## src/rtl/controle_ula_multiciclo_pkg.sv

```systemverilog
// controle_ula_multiciclo_pkg: opcodes, FSM encoding, ALU control values and instruction field layout
package controle_ula_multiciclo_pkg;

    typedef enum logic [1:0] {
        ST_FETCH  = 2'd0,
        ST_DECODE = 2'd1,
        ST_EXEC   = 2'd2,
        ST_WB     = 2'd3
    } estado_t;

    localparam logic [1:0] OP_ADD = 2'b00;
    localparam logic [1:0] OP_SUB = 2'b01;
    localparam logic [1:0] OP_BEQ = 2'b10;
    localparam logic [1:0] OP_LDI = 2'b11;

    localparam logic CTRL_SOMA = 1'b0;
    localparam logic CTRL_SUB  = 1'b1;

    localparam int INSTR_W  = 12;
    localparam int OP_MSB   = 11;
    localparam int OP_LSB   = 10;
    localparam int RX_MSB   = 9;
    localparam int RX_LSB   = 8;
    localparam int RY_MSB   = 7;
    localparam int RY_LSB   = 6;
    localparam int IMM_MSB  = 5;
    localparam int IMM_LSB  = 0;

    localparam int NUM_REGS = 4;
    localparam int REG_AW   = 2;

    function automatic logic usa_sub(input logic [1:0] op);
        return op == OP_SUB || op == OP_BEQ;
    endfunction

endpackage

```

## src/rtl/controle_ula_multiciclo_banco_registradores.sv

```systemverilog
// banco_registradores: 4xDATA_W register file, two async reads, one sync write; CONTROLE_DEBUG_PORT_EN adds a debug read port
module banco_registradores
    import controle_ula_multiciclo_pkg::*;
#(
    parameter int DATA_W = 8
) (
    input  logic              clk_i,
    input  logic              rst_n_i,
    input  logic              we_i,
    input  logic [REG_AW-1:0] waddr_i,
    input  logic [DATA_W-1:0] wdata_i,
    input  logic [REG_AW-1:0] raddr_a_i,
    output logic [DATA_W-1:0] rdata_a_o,
    input  logic [REG_AW-1:0] raddr_b_i,
    output logic [DATA_W-1:0] rdata_b_o
`ifdef CONTROLE_DEBUG_PORT_EN
    ,
    input  logic [REG_AW-1:0] dbg_sel_i,
    output logic [DATA_W-1:0] dbg_data_o
`endif
);

    logic [DATA_W-1:0] r_q [NUM_REGS];

    always_ff @(posedge clk_i or negedge rst_n_i) begin
        if (!rst_n_i) begin
            for (int i = 0; i < NUM_REGS; i++) r_q[i] <= '0;
        end else if (we_i) begin
            r_q[waddr_i] <= wdata_i;
        end
    end

    assign rdata_a_o = r_q[raddr_a_i];
    assign rdata_b_o = r_q[raddr_b_i];

`ifdef CONTROLE_DEBUG_PORT_EN
    assign dbg_data_o = r_q[dbg_sel_i];
`endif

endmodule

```

## src/rtl/controle_ula_multiciclo.sv

```systemverilog
// controle_ula_multiciclo: 4-state FETCH/DECODE/EXEC/WB sequencer feeding the ALU; CONTROLE_DEBUG_PORT_EN adds dbg_sel/dbg_data/dbg_state
module controle_ula_multiciclo
    import controle_ula_multiciclo_pkg::*;
#(
    parameter int DATA_W = 8,
    parameter int PC_W   = 8,
    parameter int IMM_W  = 6
) (
    input  logic               clock,
    input  logic               resetn,
    output logic [PC_W-1:0]    pc,
    output logic               instr_req,
    input  logic               instr_ack,
    input  logic [INSTR_W-1:0] instr,
    output logic               ctrl_ula,
    output logic [DATA_W-1:0]  ula_num2,
    output logic [DATA_W-1:0]  ula_num1,
    input  logic [DATA_W-1:0]  ula_resultado,
    input  logic               ula_zero
`ifdef CONTROLE_DEBUG_PORT_EN
    ,
    input  logic [REG_AW-1:0]  dbg_sel,
    output logic [DATA_W-1:0]  dbg_data,
    output logic [1:0]         dbg_state
`endif
);

    localparam logic [PC_W-1:0] PC_UM = PC_W'(1);

    estado_t            state_q, state_d;
    logic [PC_W-1:0]    pc_q, pc_d;
    logic [INSTR_W-1:0] ir_q, ir_d;
    logic [DATA_W-1:0]  a_q, a_d, b_q, b_d, aluout_q, aluout_d;
    logic               ctrl_q, ctrl_d, z_q, z_d;

    logic [1:0]         op;
    logic [REG_AW-1:0]  rx, ry;
    logic [IMM_W-1:0]   imm;
    logic [DATA_W-1:0]  imm_zext, rd_a, rd_b;
    logic [PC_W-1:0]    imm_sext, pc_inc;
    logic               we;

    assign op       = ir_q[OP_MSB:OP_LSB];
    assign rx       = ir_q[RX_MSB:RX_LSB];
    assign ry       = ir_q[RY_MSB:RY_LSB];
    assign imm      = ir_q[IMM_LSB +: IMM_W];
    assign imm_zext = {{(DATA_W-IMM_W){1'b0}}, imm};
    assign imm_sext = {{(PC_W-IMM_W){imm[IMM_W-1]}}, imm};
    assign pc_inc   = pc_q + PC_UM;
    assign we       = state_q == ST_WB && op != OP_BEQ;

    banco_registradores #(.DATA_W(DATA_W)) u_banco (
        .clk_i     (clock),
        .rst_n_i   (resetn),
        .we_i      (we),
        .waddr_i   (rx),
        .wdata_i   (aluout_q),
        .raddr_a_i (rx),
        .rdata_a_o (rd_a),
        .raddr_b_i (ry),
        .rdata_b_o (rd_b)
`ifdef CONTROLE_DEBUG_PORT_EN
        ,
        .dbg_sel_i (dbg_sel),
        .dbg_data_o(dbg_data)
`endif
    );

    always_ff @(posedge clock or negedge resetn) begin
        if (!resetn) begin
            state_q  <= ST_FETCH;
            pc_q     <= '0;
            ir_q     <= '0;
            a_q      <= '0;
            b_q      <= '0;
            ctrl_q   <= CTRL_SOMA;
            aluout_q <= '0;
            z_q      <= 1'b0;
        end else begin
            state_q  <= state_d;
            pc_q     <= pc_d;
            ir_q     <= ir_d;
            a_q      <= a_d;
            b_q      <= b_d;
            ctrl_q   <= ctrl_d;
            aluout_q <= aluout_d;
            z_q      <= z_d;
        end
    end

    always_comb begin
        state_d  = state_q;
        pc_d     = pc_q;
        ir_d     = ir_q;
        a_d      = a_q;
        b_d      = b_q;
        ctrl_d   = ctrl_q;
        aluout_d = aluout_q;
        z_d      = z_q;
        unique case (state_q)
            ST_FETCH: begin
                ir_d    = instr_ack ? instr : ir_q;
                state_d = instr_ack ? ST_DECODE : ST_FETCH;
            end
            ST_DECODE: begin
                a_d     = op == OP_LDI ? imm_zext : rd_a;
                b_d     = op == OP_LDI ? '0 : rd_b;
                ctrl_d  = usa_sub(op) ? CTRL_SUB : CTRL_SOMA;
                state_d = ST_EXEC;
            end
            ST_EXEC: begin
                aluout_d = ula_resultado;
                z_d      = ula_zero;
                state_d  = ST_WB;
            end
            ST_WB: begin
                pc_d    = (op == OP_BEQ && z_q) ? pc_inc + imm_sext : pc_inc;
                state_d = ST_FETCH;
            end
        endcase
    end

    // Gated by resetn so the request drops the instant reset asserts.
    assign instr_req = resetn && state_q == ST_FETCH;
    assign pc        = pc_q;
    assign ctrl_ula  = ctrl_q;
    assign ula_num2  = a_q;
    assign ula_num1  = b_q;

`ifdef CONTROLE_DEBUG_PORT_EN
    assign dbg_state = state_q;
`endif

endmodule

```

## config.mk

```make
export PLATFORM = sky130hd
export DESIGN_NAME = controle_ula_multiciclo
export DESIGN_NICKNAME = d
export VERILOG_FILES = /design/src/rtl/controle_ula_multiciclo_pkg.sv /design/src/rtl/controle_ula_multiciclo_banco_registradores.sv /design/src/rtl/controle_ula_multiciclo.sv
export SDC_FILE = /design/constraint.sdc
export NUM_CORES = 1
export LEC_CHECK = 0
export ABC_AREA = 1
export CORE_AREA = 2 2 99 101
export CTS_BUF_LIST = sky130_fd_sc_hd__clkbuf_8
export CTS_CLUSTER_DIAMETER = 100
export DETAILED_ROUTE_END_ITERATION = 10
export DIE_AREA = 0 0 101 103
export MAX_ROUTING_LAYER = met4
export PLACE_DENSITY = 0.66
export SKIP_LAST_GASP = 1
export SLEW_MARGIN = 10
export SYNTH_ARGS = -nofsm -noshare
export SYNTH_HDL_FRONTEND = slang
export SYNTH_SLANG_ARGS = --single-unit
```

## constraint.sdc

```tcl
create_clock -name clock -period 4 [get_ports clock]
set_clock_uncertainty 0.15 [all_clocks]
set_input_delay 1.2 -clock clock [delete_from_list [all_inputs] [get_ports clock]]
set_output_delay 1.2 -clock clock [all_outputs]
set_load 0.02 [all_outputs]
```

# [Word level (Yosys, flattened, before mapping)]
# Index checks and enable logic that the tools add are counted.
[word_totals] regBits=80 latchBits=0 mem_bits_rw=0 mem_bits_ro=0 input_bits=24 memories=0
[op_classes] addsub=2 n_mul=0 div_mod_pow=0 order_cmp=3 n_eq_ne=7 n_shift=0 mux=15 bitwise=2 reduce_logical=7
[ops] op="$mux W8" n=8
[ops] op="$bmux W8 S2" n=2
[ops] op="$bwmux W32" n=1
[ops] op="$demux W8 S2" n=1
[ops] op="$add A8 B1 Y8 const B" n=1
[ops] op="$add A8 B8 Y8" n=1
[ops] op="$eq A2 B2 Y1 const B" n=4
[ops] op="$pmux W2 S4" n=1
[ops] op="$ge A3 B3 Y1 const B" n=2
[ops] op="$not A2 Y3" n=2
[ops] op="$eq A2 B1 Y1 const B" n=2
[ops] op="$logic_and A1 B1 Y1" n=4
[ops] op="$lt A3 B1 Y1 const B" n=1
[ops] op="$logic_not A2 Y1" n=1
[ops] op="$mux W1" n=2
[ops] op="$ne A2 B2 Y1 const B" n=1
[ops] op="$reduce_and A2 Y1" n=1
[ops] op="$logic_or A1 B1 Y1" n=1

# [Longest topological paths before layout]
[depth] word_depth=6 depth_mapped=16 depth_no_buf=16

# [Cells and area by module]
# From an unflattened synthesis, not the netlist that was laid out.
[unflattened] cells_unflattened=589 hier_area_um2=4568.1
[by_module_without_submodules] module="controle_ula_multiciclo" n_inst=1 cells_per_inst=292 area_each_um2=2514.9 seq_area_each_um2=1201.2
[by_module_without_submodules] module="banco_registradores" n_inst=1 cells_per_inst=297 area_each_um2=2053.2 seq_area_each_um2=800.8

# [Worst setup path after synthesis]
# No wires, ideal clock.
[synth_path] path_type="input to output" start="in resetn" end="out instr_req" t_arrival_ns=1.372 setup_slack_ns=1.278 path_stages=2 path_buffers=0 cell_sequence="nand2_1 > inv_1"
[synth_via] elab_chain_len=1
[synth_rtl] element="start: declaration" line="controle_ula_multiciclo.sv:10" source="input logic resetn,"
[synth_rtl] element="$logic_and A1 B1 Y1" line="controle_ula_multiciclo.sv:124" source="assign instr_req = resetn && state_q == ST_FETCH;"
[synth_rtl] element="end: declaration" line="controle_ula_multiciclo.sv:12" source="output logic instr_req,"
# No other way between the ends.

# [Worst setup path after layout]
# Same ends and word-level chain as after synthesis.

==> impl_metrics.sql <==
INSERT INTO impl_metrics (metric_group, metric, value, unit) VALUES
('run_status', 'outcome', 'finished, final reports clean', ''),
('synth', 'netlist-cell-type-count', '34', ''),
('drt', 'via_count', '3336', ''),
('synth', 'synth_largest_area_cell', 'sky130_fd_sc_hd__dfrtp_1', ''),
('floorplanning', 'io-pin-count', '50', ''),
('floorplanning', 'die_y', '103', 'um'),
('power', 'ir_worst_vdd', '0.000260', 'V'),
('cts', 'cts_num_sinks', '80', ''),
('cts', 'worstSkewPairLatency', '350', 'ps'),
('timing', 'final-max-slew-violation-count', '0', ''),
('placed_design', 'placement.setup.worst_slack', '657', 'ps'),
('floorplanning', 'floorplan.rows', '36', ''),
('worst_setup_path', 'worst_path_max_delay_cell', 'sky130_fd_sc_hd__clkdlybuf4s50_1', ''),
('placed_design', 'place.gp.congestion', '0.854', ''),
('worst_setup_path', 'criticalPathCategory', 'primary input to primary output', ''),
('worst_setup_path', 'crit_path_max_incr_delay', '600', 'ps'),
('worst_setup_path', 'cp.arrival', '1990', 'ps'),
('floorplanning', 'dieWidth', '101', 'um'),
('timing', 'hold_violations', '0', ''),
('global_route', 'grt_pass1_vias', '3198', ''),
('cts', 'post_cts_resize_count', '0', ''),
('synth', 'yosysWarningCount', '0', ''),
('global_route', 'antenna_found_initial', '0', ''),
('worst_setup_path', 'critPathTopFamily', 'buffers and inverters', ''),
('power', 'power.density', '858', 'nW/um^2'),
('drt', 'detail_route_antenna_nets', '0', ''),
('finish', 'final_cell_mix', '109 x sky130_fd_sc_hd__nand2_1, 80 x sky130_fd_sc_hd__dfrtp_1, 48 x sky130_fd_sc_hd__clkdlybuf4s50_1', ''),
('worst_setup_path', 'worstPathBufferInverterCount', '3', ''),
('synth', 'post_synth.cell_area_avg', '8.73', 'um^2'),
('synth', 'post-synth-top-area-fraction', '0.488', ''),
('cts', 'clk_transition_reported_paths', '80', 'ps'),
('worst_setup_path', 'critical_path_required', '2650', 'ps'),
('timing', 'setup_viol_count_final', '0', ''),
('global_route', 'grt.total_usage', '0.201', ''),
('synth', 'postSynthCellCount', '470', ''),
('timing', 'max_freq', '0.299', 'GHz'),
('floorplanning', 'die_area', '10400', 'um^2'),
('synth', 'yosys-top-cells-area', 'sky130_fd_sc_hd__dfrtp_1 49%, sky130_fd_sc_hd__nand2_1 10%, sky130_fd_sc_hd__o21ai_2 5.1%, sky130_fd_sc_hd__ha_1 4.9%, sky130_fd_sc_hd__o21ai_0 4.6%', ''),
('synth', 'postSynthRegisterBits', '80', ''),
('timing', 'timing.max_slew.rel_slack', '0.401', ''),
('synth', 'synth-seq-area-share', '0.488', ''),
('timing', 'rsz0062_at_grt', 'no', ''),
('cts', 'cts.htree.levels', '3', ''),
('floorplanning', 'start_util', '0.434', ''),
('worst_hold_path', 'hold_path_class', 'flip-flop to flip-flop', ''),
('cts', 'cts_hold_repair.buffers', '0', ''),
('drt', 'post_drt_via_cell_ratio', '5.25', ''),
('finish', 'fraction_of_final_layout_cells_sized_beyond_drive_strength_1', '0.115', ''),
('timing', 'setup_ws', '658', 'ps'),
('worst_setup_path', 'endpoint_kind', 'primary output', ''),
('timing', 'final.min_clock_period', '3340', 'ps'),
('cts', 'cts_max_path_buffers', '2', ''),
('synth', 'post_synth_instance_area', '4100', 'um^2'),
('drt', 'routedWlPerCell', '15.2', 'um'),
('finish', 'areaGrowthSynthToFinish', '18.4', '%'),
('finish', 'finalNetCount', '557', ''),
('drt', 'drtPass1Iterations', '4', ''),
('timing', 'timing.setup.tns', '0', 'ps'),
('global_route', 'pin_count_of_the_biggest_net_entering_global_routing', '50', ''),
('finish', 'layout.cells.most_common', 'sky130_fd_sc_hd__nand2_1', ''),
('placed_design', 'detailed_place_hpwl', '6970', 'um'),
('worst_setup_path', 'path_cells', 'buf_4, nand2_1, inv_1, clkdlybuf4s50_1', ''),
('timing', 'timing.final.crit_share', '0.835', ''),
('cts', 'cts_tree', 'yes', ''),
('finish', 'fillers', '911', ''),
('cts', 'cts_buffers', '9', ''),
('global_route', 'overflow', '0', ''),
('cts', 'clockRootBuffer', 'sky130_fd_sc_hd__clkbuf_8', ''),
('worst_setup_path', 'timing.critical_path.fanout_max', '2', ''),
('power', 'power_leakage', '2.26', 'nW'),
('timing', 'worst_pin_slew', '895', 'ps');
## metrics by stage
step | instances | instance area (um^2) | utilization | power, mW | hold WS [ps]
floorplan | 470 | 4100 | - | 2.93 | 292
global placement | 619 | 4660 | 0.493 | 3.52 | 323
detailed placement | 619 | 4660 | 0.493 | 3.58 | 333
CTS | 635 | 4860 | 0.514 | 4.18 | 353
global route | 635 | 4860 | 0.514 | 4.53 | 363
finish | 635 | 4860 | 0.514 | 4.17 | 351
## cell usage after synthesis (all sizes together)
master,count
nor2,41
a22o,6
a21o,1
clkinv,1
buf,6
nand2,114
o21bai,1
nand3,13
a22oi,4
ha,16
mux2,3
a21oi,25
xnor2,1
o21ai,78
xor2,3
a41oi,4
nand4,2
fa,1
a31oi,1
dfrtp,80
inv,46
nor3,1
clkbuf,10
or2,1
a221oi,2
a32o,2
o22ai,7
## logic make-up after synthesis
kind of cell,count (synthesis),synth area share
and+or+nand+nor,172,0.176
muxes,3,0.00823
DFF,80,0.488
AOI/OAI and AO/OA,131,0.201
buffers and inverters,63,0.0640
xor gates and xnor gates,4,0.00854
adders and majority gates,17,0.0537
## registers in the layout, indices dropped and copies added, names as in the netlist
register,cells
pc,8
state_q,2
ula_num2,8
ctrl_ula,1
ir_q,12
aluout_q,8
ula_num1,8
z_q,1
u_banco.r_q,32
## where the power goes
| group | total [mW] | switching (mW) | internal, mW |
|---|---|---|---|
| Clock | 0.608 | 0.305 | 0.303 |
| Sequential | 1.48 | 0.316 | 1.17 |
| Combinational | 2.08 | 1.26 | 0.822 |
| Total | 4.17 | 1.88 | 2.29 |
## final cells by class
class,count,area (um^2),area share
Inverter,47,176,0.0363
Sequential cell,80,2000,0.412
Clock buffer,10,138,0.0283
Tap cell,114,143,0.0294
Timing Repair Buffer,51,503,0.104
Multi-Input combinational cell,327,1840,0.378
Clock inverter,6,58.8,0.0121
## metal layers
| layer | track usage | vias to the layer above | routed length (um) |
|---|---|---|---|
| met2 | 0.318 | 73 | 4500 |
| met1 | 0.261 | 1578 | 4530 |
| li1 | - | 1664 | - |
| met3 | 0.0407 | 21 | 380 |
| met5 | - | - | 0 |
| met4 | 0.0686 | 0 | 220 |
## worst register-to-register path, delay by kind of cell, from the launching register on
family | cells | cell delay [ps]
compound gates | 1 | 230
flops | 1 | 400
buf+inv | 2 | 440
simple gates | 1 | 780
fa+ha+maj | 1 | 370
## path summary, 6_finish.rpt
check / startpoint / endpoint / depth (start not counted)
min in group asynchronous: resetn / pc[6] / 2
min: u_banco.r_q[31] / u_banco.r_q[31] / 2
max reg2reg: state_q[1] / ula_num2[2] / 5
max: resetn / instr_req / 4
max in group asynchronous: resetn / u_banco.r_q[23] / 3
min reg2reg: u_banco.r_q[31] / u_banco.r_q[31] / 2
(Power assumes the default switching activity.)
==> RTL edit 1 (config.mk and constraints unchanged) <==
Change the parameter `IMM_W` from 6 to 4.
--- a/src/rtl/controle_ula_multiciclo.sv
+++ b/src/rtl/controle_ula_multiciclo.sv
@@ -6,3 +6,3 @@
     parameter int PC_W   = 8,
-    parameter int IMM_W  = 6
+    parameter int IMM_W  = 4
 ) (
Behaviour: not the same (a bounded check fails within 4 cycles, from zero or initial values and one cycle with resetn low).
==> RTL edit 1 against the unedited design <==
- power shrank 4.1%
- sequential cell count shrank 2
- synthesized area shrank 4.2%
- count of clock-buffer cells in the layout shrank 1
- design area shrank 4.1%
- utilization shrank 2.1 points
- wire length shrank 4.2%
- register-to-register slack lost 0.08 ns
- setup slack gained 0.036 ns
- global-route usage shrank 0.94 points
- critical path type unchanged
- critical endpoint unchanged
- highest routed layer unchanged
==> RTL edit 1: results (changes against the unedited design) <==
route:
  wl_met1_mm: 4.333  # was 4.526 mm
  dr.pass1.iters: 5  # was 4
  drt-initial-drc-count: 221  # was 161
  wl_met2_mm: 4.290  # was 4.499 mm
  wl_met3_microns: 432  # was 380 microns
  wl_mm: 9.219  # was 9.626 mm
  wl_per_cell_microns: 14.92  # was 15.16 microns
  vias: 3246  # was 3336
critical_path:
  r2r_end: "ula_num2[6]$_DFFE_PN0N_"  # was ula_num2[2]$_DFFE_PN0N_
  r2r_slack_ns: 1.38  # was 1.46 ns
  reg2reg_depth: 6  # was 5
  crit_fanout: 2  # unchanged
  arrival_ns: 1.96  # was 1.99 ns
hold_path:
  hp-start: "ula_num2[5]$_DFFE_PN0N_"  # was u_banco.r_q[31]$_DFFE_PN0P_
  hold_end: "ula_num2[5]$_DFFE_PN0N_"  # was u_banco.r_q[31]$_DFFE_PN0P_
  hp-class: "reg -> reg"  # unchanged
layout:
  diodes: 0  # unchanged
  nNetsFinal: 540  # was 557
  nFillCells: 916  # was 911
  drive_gt1_share_pct: 8.333  # was 11.52%
  reg_top3: "u_banco.r_q x32, ir_q x10"  # was u_banco.r_q x32, ir_q x12
place:
  dp_cells: 602  # was 619
  dpl_cell_area_sq_um: 4477  # was 4662 sq um
  place_congestion: 0.8599  # was 0.8536
  portBuffers: 47  # was 49
  hpwl_mm: 6.433  # was 6.966 mm
clock_network:
  cts_buffer_depth: 2  # unchanged
  postCtsSetupRepairBufs: 0  # unchanged
yosys:
  synth_area_leaders: "dfrtp_1 50%, nand2_1 9.5%, o21ai_0 8.8%"  # was dfrtp_1 49%, nand2_1 10%, o21ai_2 5.1%
  ys_seq_area_share_pct: 49.68  # was 48.80%
  ys_top_cells_by_count: "99 x nand2_1, 78 x dfrtp_1, 69 x o21ai_0"  # was 109 x nand2_1, 80 x dfrtp_1, 42 x inv_1
  synth_mux_area_share_pct: 0.2866  # was 0.8234%
  synth_compound_area_share_pct: 19.81  # was 20.13%
  synth.avg_cell_area_sq_um: 8.635  # was 8.729 sq um
  synth.distinct_cells: 35  # was 34
  synth-xor-area-share_pct: 0.6688  # was 0.8539%
  synth-adder-area-share_pct: 5.605  # was 5.367%
  synth_fp_nets: 496  # was 511
global_routing:
  grt_usage_pct: 19.18  # was 20.12%
  gr-usage-met1_pct: 24.82  # was 26.07%
  grt_pass1_vias: 3112  # was 3198
  gr-usage-met3_pct: 3.661  # was 4.068%
  grt_util_met2_pct: 30.15  # was 31.79%
  grt_max_degree: 79  # was 50
  grt_pass1_wl_mm: 15.03  # was 15.67 mm
timing:
  tightest_slew_ns: 0.9875  # was 0.8954 ns
  fin_hold_ws_ns: 0.3469  # was 0.3511 ns
  timing.final.ws_setup_ns: 0.6941  # was 0.6582 ns
run_status:
  status: "finished, final reports clean"  # unchanged
power:
  leakage_nw: 2.164  # was 2.257 nW
  ir_drop_mv: 0.2214  # was 0.2602 mV
==> RTL edit 1: cell types whose count changed after synthesis, sizes merged, moves of 3 or more <==
| cell | change |
|---|---|
| o22ai | -3 |
| o2bb2ai | +4 |
| a21oi | +3 |
| nor2 | -9 |
| clkbuf | -4 |
| nand2 | -7 |
| o21ai | -4 |
| inv | +4 |
| buf | +3 |
==> RTL edit 1: power breakdown <==
group / leakage [nW] / switching [mW] / internal (mW)
clock network: 0.0881 / 0.323 / 0.234
logic: 1.11 / 1.20 / 0.792
registers: 0.966 / 0.308 / 1.14
total: 2.16 / 1.84 / 2.17
==> RTL edit 1: layout make-up <==
type	instances	area [sq um]	area share, %
multi-input combinational	311	1715	36.83
clock inverter	7	57.56	1.236
inverter	51	191.4	4.110
tap	114	142.6	3.062
clock buffer	9	123.9	2.659
sequential	78	1952	41.90
timing repair buffer	48	475.5	10.21
==> RTL edit 2 (config.mk and constraints unchanged) <==
Without the edit above. Encoding of `estado_t`: now one-hot (4 bits for 4 values).
--- a/src/rtl/controle_ula_multiciclo_pkg.sv
+++ b/src/rtl/controle_ula_multiciclo_pkg.sv
@@ -3,7 +3,7 @@
 
-    typedef enum logic [1:0] {
-        ST_FETCH  = 2'd0,
-        ST_DECODE = 2'd1,
-        ST_EXEC   = 2'd2,
-        ST_WB     = 2'd3
+    typedef enum logic [3:0] {
+        ST_FETCH  = 4'b0001,
+        ST_DECODE = 4'b0010,
+        ST_EXEC   = 4'b0100,
+        ST_WB     = 4'b1000
     } estado_t;
Function: no difference found for any inputs over 10 cycles, from zero or initial values and one cycle with resetn low; not proved beyond that.
==> RTL edit 2 against the unedited design <==
- non-clock buffer count down 1
- wire length shrank 5.4%
- setup slack got worse by 0.054 ns
- via count fell by 1.1%
- power down 8.2%
- design area is 0.31% lower
- sequential cell count up 2
- synthesized area is 0.34% higher
- highest routed layer unchanged
==> RTL edit 2: results (changes against the unedited design) <==
hold_path:
  hp-start: "ula_num1[5]$_DFFE_PN0N_"  # was u_banco.r_q[31]$_DFFE_PN0P_
layout:
  buf_share_pct: 10.23  # was 10.35%
  area.growth.synth_to_final_pct: 17.66  # was 18.42%
  num-clock-buffers: 9  # was 10
  nonClockInverterCount: 54  # was 47
  nFillCells: 933  # was 911
  final_cell_count_no_fill: 630  # was 635
  multi_input_area_sq_um: 1763  # was 1838 sq um
  multi_input_area_share_pct: 36.40  # was 37.83%
  multi_input_gates: 314  # was 327
  drive_gt1_share_pct: 8.527  # was 11.52%
power:
  leakage_nw: 2.270  # was 2.257 nW
  ir_drop_mv: 0.2244  # was 0.2602 mV
yosys:
  ys_top_cells_by_count: "95 x nand2_1, 81 x dfrtp_1, 52 x inv_1"  # was 109 x nand2_1, 80 x dfrtp_1, 42 x inv_1
  synth-xor-area-share_pct: 1.064  # was 0.8539%
  synth_area_leaders: "dfrtp_1 49%, nand2_1 8.7%, o21ai_0 5.0%"  # was dfrtp_1 49%, nand2_1 10%, o21ai_2 5.1%
  synth_compound_area_share_pct: 19.42  # was 20.13%
  synth.distinct_cells: 36  # was 34
  synth_fp_nets: 500  # was 511
  ys_seq_area_share_pct: 49.88  # was 48.80%
global_routing:
  grt_pass1_vias: 3102  # was 3198
  grt_usage_pct: 19.16  # was 20.12%
place:
  pre_cts_ws_ns: 0.6007  # was 0.6567 ns
  dp_cells: 614  # was 619
run_status:
  status: "finished, final reports clean"  # unchanged
route:
  via_per_inst: 5.237  # was 5.254
  dr.pass1.iters: 5  # was 4
timing:
  tightest_slew_ns: 1.072  # was 0.8954 ns
  fin_hold_ws_ns: 0.3289  # was 0.3511 ns
  period_share_pct: 84.90  # was 83.55%
critical_path:
  r2r_slack_ns: 1.58  # was 1.46 ns
==> RTL edit 2: cell types whose count changed in the layout (fill, tap and decap cells not counted), moves of 5 or more <==
cell	delta
nand3_1	+5
ha_1	-5
a21oi_1	+15
a22o_1	-6
nand2_1	-14
inv_1	+10
a221oi_1	+6
o21ai_2	-16
nand2_2	-5
o21ai_1	+8
nor2_1	-13
==> RTL edit 2: report_power, final <==
part / internal (mW) / switching [mW] / total [mW] / leakage, nW
registers: 1.18 / 0.318 / 1.50 / 1.05
logic: 0.720 / 1.04 / 1.76 / 1.12
clock network: 0.282 / 0.291 / 0.573 / 0.0976
==> RTL edit 2: per-layer routing <==
layer | up-vias | wire length, microns | track usage (%)
met3 | 15 | 378 | 2.983
met4 | 0 | 147 | 8.316
met5 | - | 0 | -
met1 | 1544 | 4179 | 24.72
met2 | 88 | 4405 | 30.21
li1 | 1652 | - | -
